===== config.mk =====
export PLATFORM = sky130hd
export DESIGN_NAME = pwm4_shadow_flat
export DESIGN_NICKNAME = d
export VERILOG_FILES = /design/src/rtl/pwm4_shadow_if.sv /design/src/rtl/pwm4_shadow.sv /design/src/flat_wrapper.sv
export SDC_FILE = /design/constraint.sdc
export NUM_CORES = 1
export LEC_CHECK = 0
export ABC_AREA = 1
export CORE_MARGIN = 2
export CORE_UTILIZATION = 60
export CTS_CLUSTER_DIAMETER = 150
export DETAILED_ROUTE_END_ITERATION = 6
export DONT_BUFFER_PORTS = 1
export PLACE_DENSITY = 0.76
export SLEW_MARGIN = 20
export SYNTH_ARGS = -nofsm -noshare
export SYNTH_HDL_FRONTEND = slang
export SYNTH_SLANG_ARGS = --single-unit

===== constraint.sdc =====
create_clock -name CLK -period 1.36 [get_ports CLK]
set_input_delay 0.136 -clock CLK [delete_from_list [all_inputs] [get_ports CLK]]
set_output_delay 0.136 -clock CLK [all_outputs]
set_load 0.02 [all_outputs]

===== src/rtl/pwm4_shadow_if.sv =====
// rtl/pwm4_shadow_if.sv - duty offer handshake between a duty source (master) and pwm4_shadow (slave)
interface pwm4_shadow_if #(
    parameter int WIDTH = 4
);
    logic [WIDTH:0] DUTY;
    logic           DUTY_VALID;
    logic           DUTY_READY;

    modport master (output DUTY, output DUTY_VALID, input DUTY_READY);
    modport slave  (input DUTY, input DUTY_VALID, output DUTY_READY);
endinterface


===== src/rtl/pwm4_shadow.sv =====
// rtl/pwm4_shadow.sv - shadow-buffered PWM generator driven by an external free-running counter
// Optional complementary output with dead time: define PWM4_COMP_EN.
module pwm4_shadow #(
    parameter int WIDTH    = 4,
    parameter int PCNT_W   = 8,
    parameter int DEADTIME = 1
) (
    input  logic              CLK,
    input  logic              ASYNCRESETN,
    input  logic [WIDTH-1:0]  CNT,
    input  logic              WRAP,
    pwm4_shadow_if.slave      duty_if,
    output logic              PWM,
    output logic [PCNT_W-1:0] PERIOD_CNT,
    output logic              SYNC_ERR
`ifdef PWM4_COMP_EN
    ,
    output logic              PWM_N
`endif
);

    localparam logic [WIDTH:0]   FULL_SCALE = {1'b1, {WIDTH{1'b0}}};
    localparam logic [WIDTH-1:0] CNT_MAX    = '1;

    if (DEADTIME < 0 || DEADTIME > 3) begin : g_bad_deadtime
        $error("pwm4_shadow: DEADTIME must be within 0..3");
    end

    typedef enum logic {ST_SYNC = 1'b0, ST_RUN = 1'b1} state_t;

    state_t            state_q, state_d;
    logic [WIDTH:0]    active_q, active_d;
    logic [WIDTH:0]    shadow_q, shadow_d;
    logic              shadow_full_q, shadow_full_d;
    logic              pwm_q, pwm_d;
    logic [PCNT_W-1:0] period_cnt_q, period_cnt_d;
    logic              sync_err_q, sync_err_d;
    logic              duty_ready;
    logic              accept;
    logic              commit;
    logic [WIDTH:0]    duty_sat;

    always_ff @(posedge CLK or negedge ASYNCRESETN) begin
        if (!ASYNCRESETN) begin
            state_q <= ST_SYNC;
        end else begin
            state_q <= state_d;
        end
    end

    always_comb begin
        state_d = state_q;
        if (state_q == ST_SYNC && WRAP) begin
            state_d = ST_RUN;
        end
    end

    // Compare uses pre-edge state/CNT/active duty, so PWM lags CNT by one cycle.
    always_comb begin
        duty_ready   = !shadow_full_q || WRAP;
        pwm_d        = (state_q == ST_RUN) && ({1'b0, CNT} < active_q);
        period_cnt_d = period_cnt_q;
        if (WRAP && state_q == ST_RUN) begin
            period_cnt_d = period_cnt_q + 1'b1;
        end
        sync_err_d   = sync_err_q || (WRAP && CNT != CNT_MAX);
    end

    // A commit and an accept on the same boundary edge chain shadow -> active, DUTY -> shadow.
    always_comb begin
        duty_sat      = (duty_if.DUTY > FULL_SCALE) ? FULL_SCALE : duty_if.DUTY;
        accept        = duty_if.DUTY_VALID && duty_ready;
        commit        = WRAP && shadow_full_q;
        active_d      = commit ? shadow_q : active_q;
        shadow_d      = accept ? duty_sat : shadow_q;
        shadow_full_d = accept || (shadow_full_q && !commit);
    end

    always_ff @(posedge CLK or negedge ASYNCRESETN) begin
        if (!ASYNCRESETN) begin
            active_q      <= '0;
            shadow_q      <= '0;
            shadow_full_q <= 1'b0;
            pwm_q         <= 1'b0;
            period_cnt_q  <= '0;
            sync_err_q    <= 1'b0;
        end else begin
            active_q      <= active_d;
            shadow_q      <= shadow_d;
            shadow_full_q <= shadow_full_d;
            pwm_q         <= pwm_d;
            period_cnt_q  <= period_cnt_d;
            sync_err_q    <= sync_err_d;
        end
    end

    assign duty_if.DUTY_READY = duty_ready;
    assign PWM                = pwm_q;
    assign PERIOD_CNT         = period_cnt_q;
    assign SYNC_ERR           = sync_err_q;

`ifdef PWM4_COMP_EN
    localparam logic [1:0] DT = 2'(DEADTIME);

    logic [1:0] dead_q, dead_d;
    logic       pwm_n_q, pwm_n_d;

    // Every PWM transition restarts the dead window; a phase shorter than it keeps PWM_N low.
    always_comb begin
        dead_d = dead_q;
        if (pwm_d != pwm_q) begin
            dead_d = DT;
        end else if (dead_q != 2'd0) begin
            dead_d = dead_q - 2'd1;
        end
        pwm_n_d = (state_q == ST_RUN) && !pwm_d && (dead_d == 2'd0);
    end

    always_ff @(posedge CLK or negedge ASYNCRESETN) begin
        if (!ASYNCRESETN) begin
            dead_q  <= 2'd0;
            pwm_n_q <= 1'b0;
        end else begin
            dead_q  <= dead_d;
            pwm_n_q <= pwm_n_d;
        end
    end

    assign PWM_N = pwm_n_q;
`endif

endmodule


===== src/flat_wrapper.sv =====
// flat-port wrapper written by rule: the top's interface ports become plain ports
module pwm4_shadow_flat 
#(
    parameter int WIDTH    = 4,
    parameter int PCNT_W   = 8,
    parameter int DEADTIME = 1
)
  (CLK, ASYNCRESETN, CNT, WRAP, PWM, PERIOD_CNT, SYNC_ERR, duty_if_DUTY, duty_if_DUTY_VALID, duty_if_DUTY_READY);
  pwm4_shadow_if #(.WIDTH(WIDTH)) duty_if_i ();
  input  logic CLK;
  input  logic ASYNCRESETN;
  input  logic [WIDTH-1:0] CNT;
  input  logic WRAP;
  output logic PWM;
  output logic [PCNT_W-1:0] PERIOD_CNT;
  output logic SYNC_ERR;
  input wire logic [$bits(duty_if_i.DUTY)-1:0] duty_if_DUTY;
  input wire logic [$bits(duty_if_i.DUTY_VALID)-1:0] duty_if_DUTY_VALID;
  output wire logic [$bits(duty_if_i.DUTY_READY)-1:0] duty_if_DUTY_READY;
  assign duty_if_i.DUTY = duty_if_DUTY;
  assign duty_if_i.DUTY_VALID = duty_if_DUTY_VALID;
  assign duty_if_DUTY_READY = duty_if_i.DUTY_READY;
  pwm4_shadow #(.WIDTH(WIDTH), .PCNT_W(PCNT_W), .DEADTIME(DEADTIME)) u_core (.CLK(CLK), .ASYNCRESETN(ASYNCRESETN), .CNT(CNT), .WRAP(WRAP), .duty_if(duty_if_i), .PWM(PWM), .PERIOD_CNT(PERIOD_CNT), .SYNC_ERR(SYNC_ERR));
endmodule

==> implementation parameters, run 1 <==
Parameter                              Value

Outcome
  Run status    finished, final reports clean

Power and ir drop
  Max rail drop VDD    about 1300 µV
  Static Leakage    around 0.63 nW
  Final Total Pwr    between 2 and 2.5 mW
  PD cells    1700 nW/µm²

Setup path
  Crit. End Element    register
  CP startpoint kind    register
  Stage delay of the slowest cell on the critical path    about 0.54 ns
  Reg2reg setup slack    ~0.17 ns
  Peak fanout along the critical path    5
  Top delay family on crit path    flip-flops
  Worst Path Buf+Inv    0
  Critical Setup Path Class    reg2reg
  R2R depth    4
  Most frequent CP cell    nand2_1
  Highest-delay cell along the critical path    dfrtp_1
  WP data arrival    about 1.4 ns
  Destination of the worst register-to-register timing path    u_core.PERIOD_CNT[5]
  Origin of the critical flop-to-flop path    u_core.PERIOD_CNT[2]
  Chain of cells forming the critical path    nand2_1 > nor2_1 > nand2_1 > xnor2_1
  Req. time, crit path    between 1.5 and 2 ns

Drt
  Detailed-route vias per instance    between 5 and 6
  Post-route DRC violation count    0
  DR WL/cell    ~12 µm
  Detail Route met2 WL    922 µm
  Total vias in the final route    between 700 and 800
  Violation count after the first detailed-routing iteration    17
  Amount of wire on met3 after detailed routing    65 µm
  Wirelength, routed    approximately 1.8 mm
  Final ANT Viol Nets    0
  Met1 Routed Length    about 750 µm
  Top layer reached by signal wires    met4
  Length of the first detailed-routing pass in iterations    4

CTS
  H-tree Lvls    1
  Post-CTS Hold Fix Bufs    8
  Longest Clk Path Bufs    2
  Setup Fix Bufs, Post-CTS    0
  Sinks on the clock net    22
  Root Buffer Master    clkbuf_4
  Number of cells upsized or downsized after cts    0
  Skew-Pair Late Insertion Delay    just over 0.3 ns
  CTS tree    done
  Clock-pin slew reported for the worst setup and hold paths after clock tree synthesis    around 0.12 ns
  Number of buffers created by CTS    3

Cells and area
  Commonest cells after routing, fill and taps aside    nand2_1, dfrtp_1, inv_1
  Number of inserted diodes    0
  Commonest non-fill, non-tap cell in the layout    nand2_1
  Final Instance Count excl. Fillers    approximately 140
  Relative area change from synthesis to final layout    17.0%
  Fraction of layout instances using a drive strength above 1    between 10 and 15%
  Final net count    145
  Number of inserted filler cells in the final layout    between 100 and 150
  Utilization after layout    roughly 77%
  Post-route design area    about 1200 µm²

Global routing
  Pin count of the biggest net entering global routing    23
  Vias in the first global route    around 760
  Wire length of the first global-routing pass    around 3.0 mm
  Number of antenna violations at the first check in global routing    0
  Total Routing Usage GR    between 20 and 25%
  GRT overflow    0

Place
  Number of port buffers    0
  HPWL after detailed placement    between 1 and 1.5 mm
  Cell area reported after detailed placement    roughly 1100 µm²
  Number of placed instances with taps included    131
  Final GP Congestion    approximately 0.75

Synthesis
  Share of synthesized area occupied by flip-flops and latches    53.5%
  Warnings, synthesis    0
  Combinational family with the most area after synthesis    simple AND/OR/NAND/NOR gates
  Number of nets produced by synthesis    roughly 130
  Post-synthesis mux area share    under 10%
  Xor/xnor share of the synthesized area    3.40%
  Number of synthesized flops with an enable pin    0
  Compound-Gate Fraction of Synth Area    about 6.9%
  Flip-flop and latch count after synthesis    22
  Distinct cells, synth    21
  Synthesized-area fraction occupied by and/or/nand/nor cells    a little over a fifth
  Async set-or-reset flop fraction in the synthesized netlist    100%
  Cells after Synth    112
  Adder-cell share of the synthesized area    around 4.9%
  Most common flop cell mapped by yosys    dfrtp_1
  Cell area after synthesis    1030 µm²
  Syn Area/Cell    approximately 9 µm²

Timing
  Worst Max-Slew Pin Slew    0.932 ns
  Relative max-transition margin    37.6%
  Setup TNS after final layout    0 ns
  Final hold violation count    0
  Min cycle time layout    approximately 1.2 ns
  Final worst path period share    87.9%
  Setup violations, final    0
  Unrepaired setup endpoints after global routing    false
  Max Fclk    around 840 MHz
  Clock Skews    slightly below 0.007 ns
  Count of pins over their slew limit    0

Hold path
  Worst min-delay path category    in2reg
  Worst min-delay path startpoint    CNT[0]
  Worst Hold End    u_core.SYNC_ERR
  Number of instances on the worst hold path    2

Run
  Max-cap violations    0

Die
  Cell row count    14
  Die extent in y    around 45 µm
  Number of top-level pins    24
  Overall die width    between 40 and 50 µm
  Placeable Area    between 1500 and 2000 µm²
  Initial core utilization    approximately two thirds
  Full die area    2060 µm²
==> registers in the layout, summed over array words and instances (netlist names) <==
name                  count
u_core.shadow_q           5
u_core.shadow_full_q      1
u_core.active_q           5
u_core.PWM                1
u_core.PERIOD_CNT         8
u_core.SYNC_ERR           1
u_core.state_q            1
==> worst max path at each step <==
| stage | slack [ns] | cells past startpoint | endpoint | start |
|---|---|---|---|---|
| 2_1_floorplan | 0.20 | 2 | u_core.PERIOD_CNT[1] | u_core.PERIOD_CNT[0] |
| 3_3_place_gp | 0.27 | 5 | u_core.PERIOD_CNT[4] | u_core.PERIOD_CNT[0] |
| 3_5_place_dp | 0.23 | 4 | u_core.PERIOD_CNT[5] | u_core.PERIOD_CNT[2] |
| 4_1_cts | 0.15 | 4 | u_core.PERIOD_CNT[5] | u_core.PERIOD_CNT[2] |
| 5_1_grt | 0.05 | 5 | u_core.PERIOD_CNT[7] | u_core.PERIOD_CNT[2] |
| 6_report | 0.17 | 4 | u_core.PERIOD_CNT[5] | u_core.PERIOD_CNT[2] |
==> synth_stat cells, types with 2 or more instances <==
cell | n | area (µm²)
xor2_1 | 2 | 17.5
nand2_2 | 3 | 18.8
nand4_1 | 3 | 18.8
o21ai_1 | 4 | 20.0
nand2_1 | 24 | 90.1
o21ai_0 | 2 | 10.0
a21oi_1 | 5 | 25.0
nor2_1 | 8 | 30.0
nor2_4 | 2 | 22.5
dfrtp_1 | 22 | 551
xnor2_1 | 2 | 17.5
ha_1 | 4 | 50.1
inv_1 | 20 | 75.1
nand3_1 | 4 | 20.0
==> cell families (layout without fill, tap and decap cells) <==
kind of cell,after synthesis,after routing
multiplexers,2,2
flip-flops,22,22
AND/OR/NAND/NOR,46,46
AO/OA/AOI/OAI,13,13
XOR/XNOR,4,4
buffers and inverters,21,36
adder cells (fa/ha/maj),4,4
==> stage by stage <==
step	setup slack (ns)	hold WS [ns]
final	0.165	0.00540
after global routing	0.0465	0.0247
after global placement	0.267	-0.159
after floorplan	0.196	-0.160
after CTS	0.155	0.00551
after detailed placement	0.227	-0.159
==> power breakdown <==
part	internal (mW)	total (mW)	switching, mW
Combinational	0.218	0.510	0.292
Sequential	0.809	1.04	0.233
Clock	0.298	0.493	0.194
Total	1.33	2.05	0.720
==> area by class of cell <==
class / instances / area [µm²] / share of cell area [%]
Sequential cell: 22 / 551 / 45.7
Multi-Input combinational cell: 69 / 400 / 33.2
Timing Repair Buffer: 11 / 103 / 8.51
Inverter: 21 / 78.8 / 6.54
Clock inverter: 1 / 30.0 / 2.49
Clock buffer: 3 / 22.5 / 1.87
Tap cell: 16 / 20.0 / 1.66
==> per-layer routing <==
metal | up-vias | global-route usage (%)
met3 | 5 | 3.17
met2 | 19 | 39.2
met4 | 0 | 14.7
met1 | 340 | 23.2
met5 | - | 0
li1 | 379 | -
Power figures use the tool's default switching activity.
==> run 2: changes to the inputs <==
- CTS_CLUSTER_SIZE: not set -> 16
==> results of run 2 <==
No change in the layout: final DEF, timing and power equal those of run 1.
==> run 3: changes to the inputs <==
- CAP_MARGIN: not set -> 0
==> results of run 3 <==
No change in the layout: final DEF, timing and power equal those of run 1.
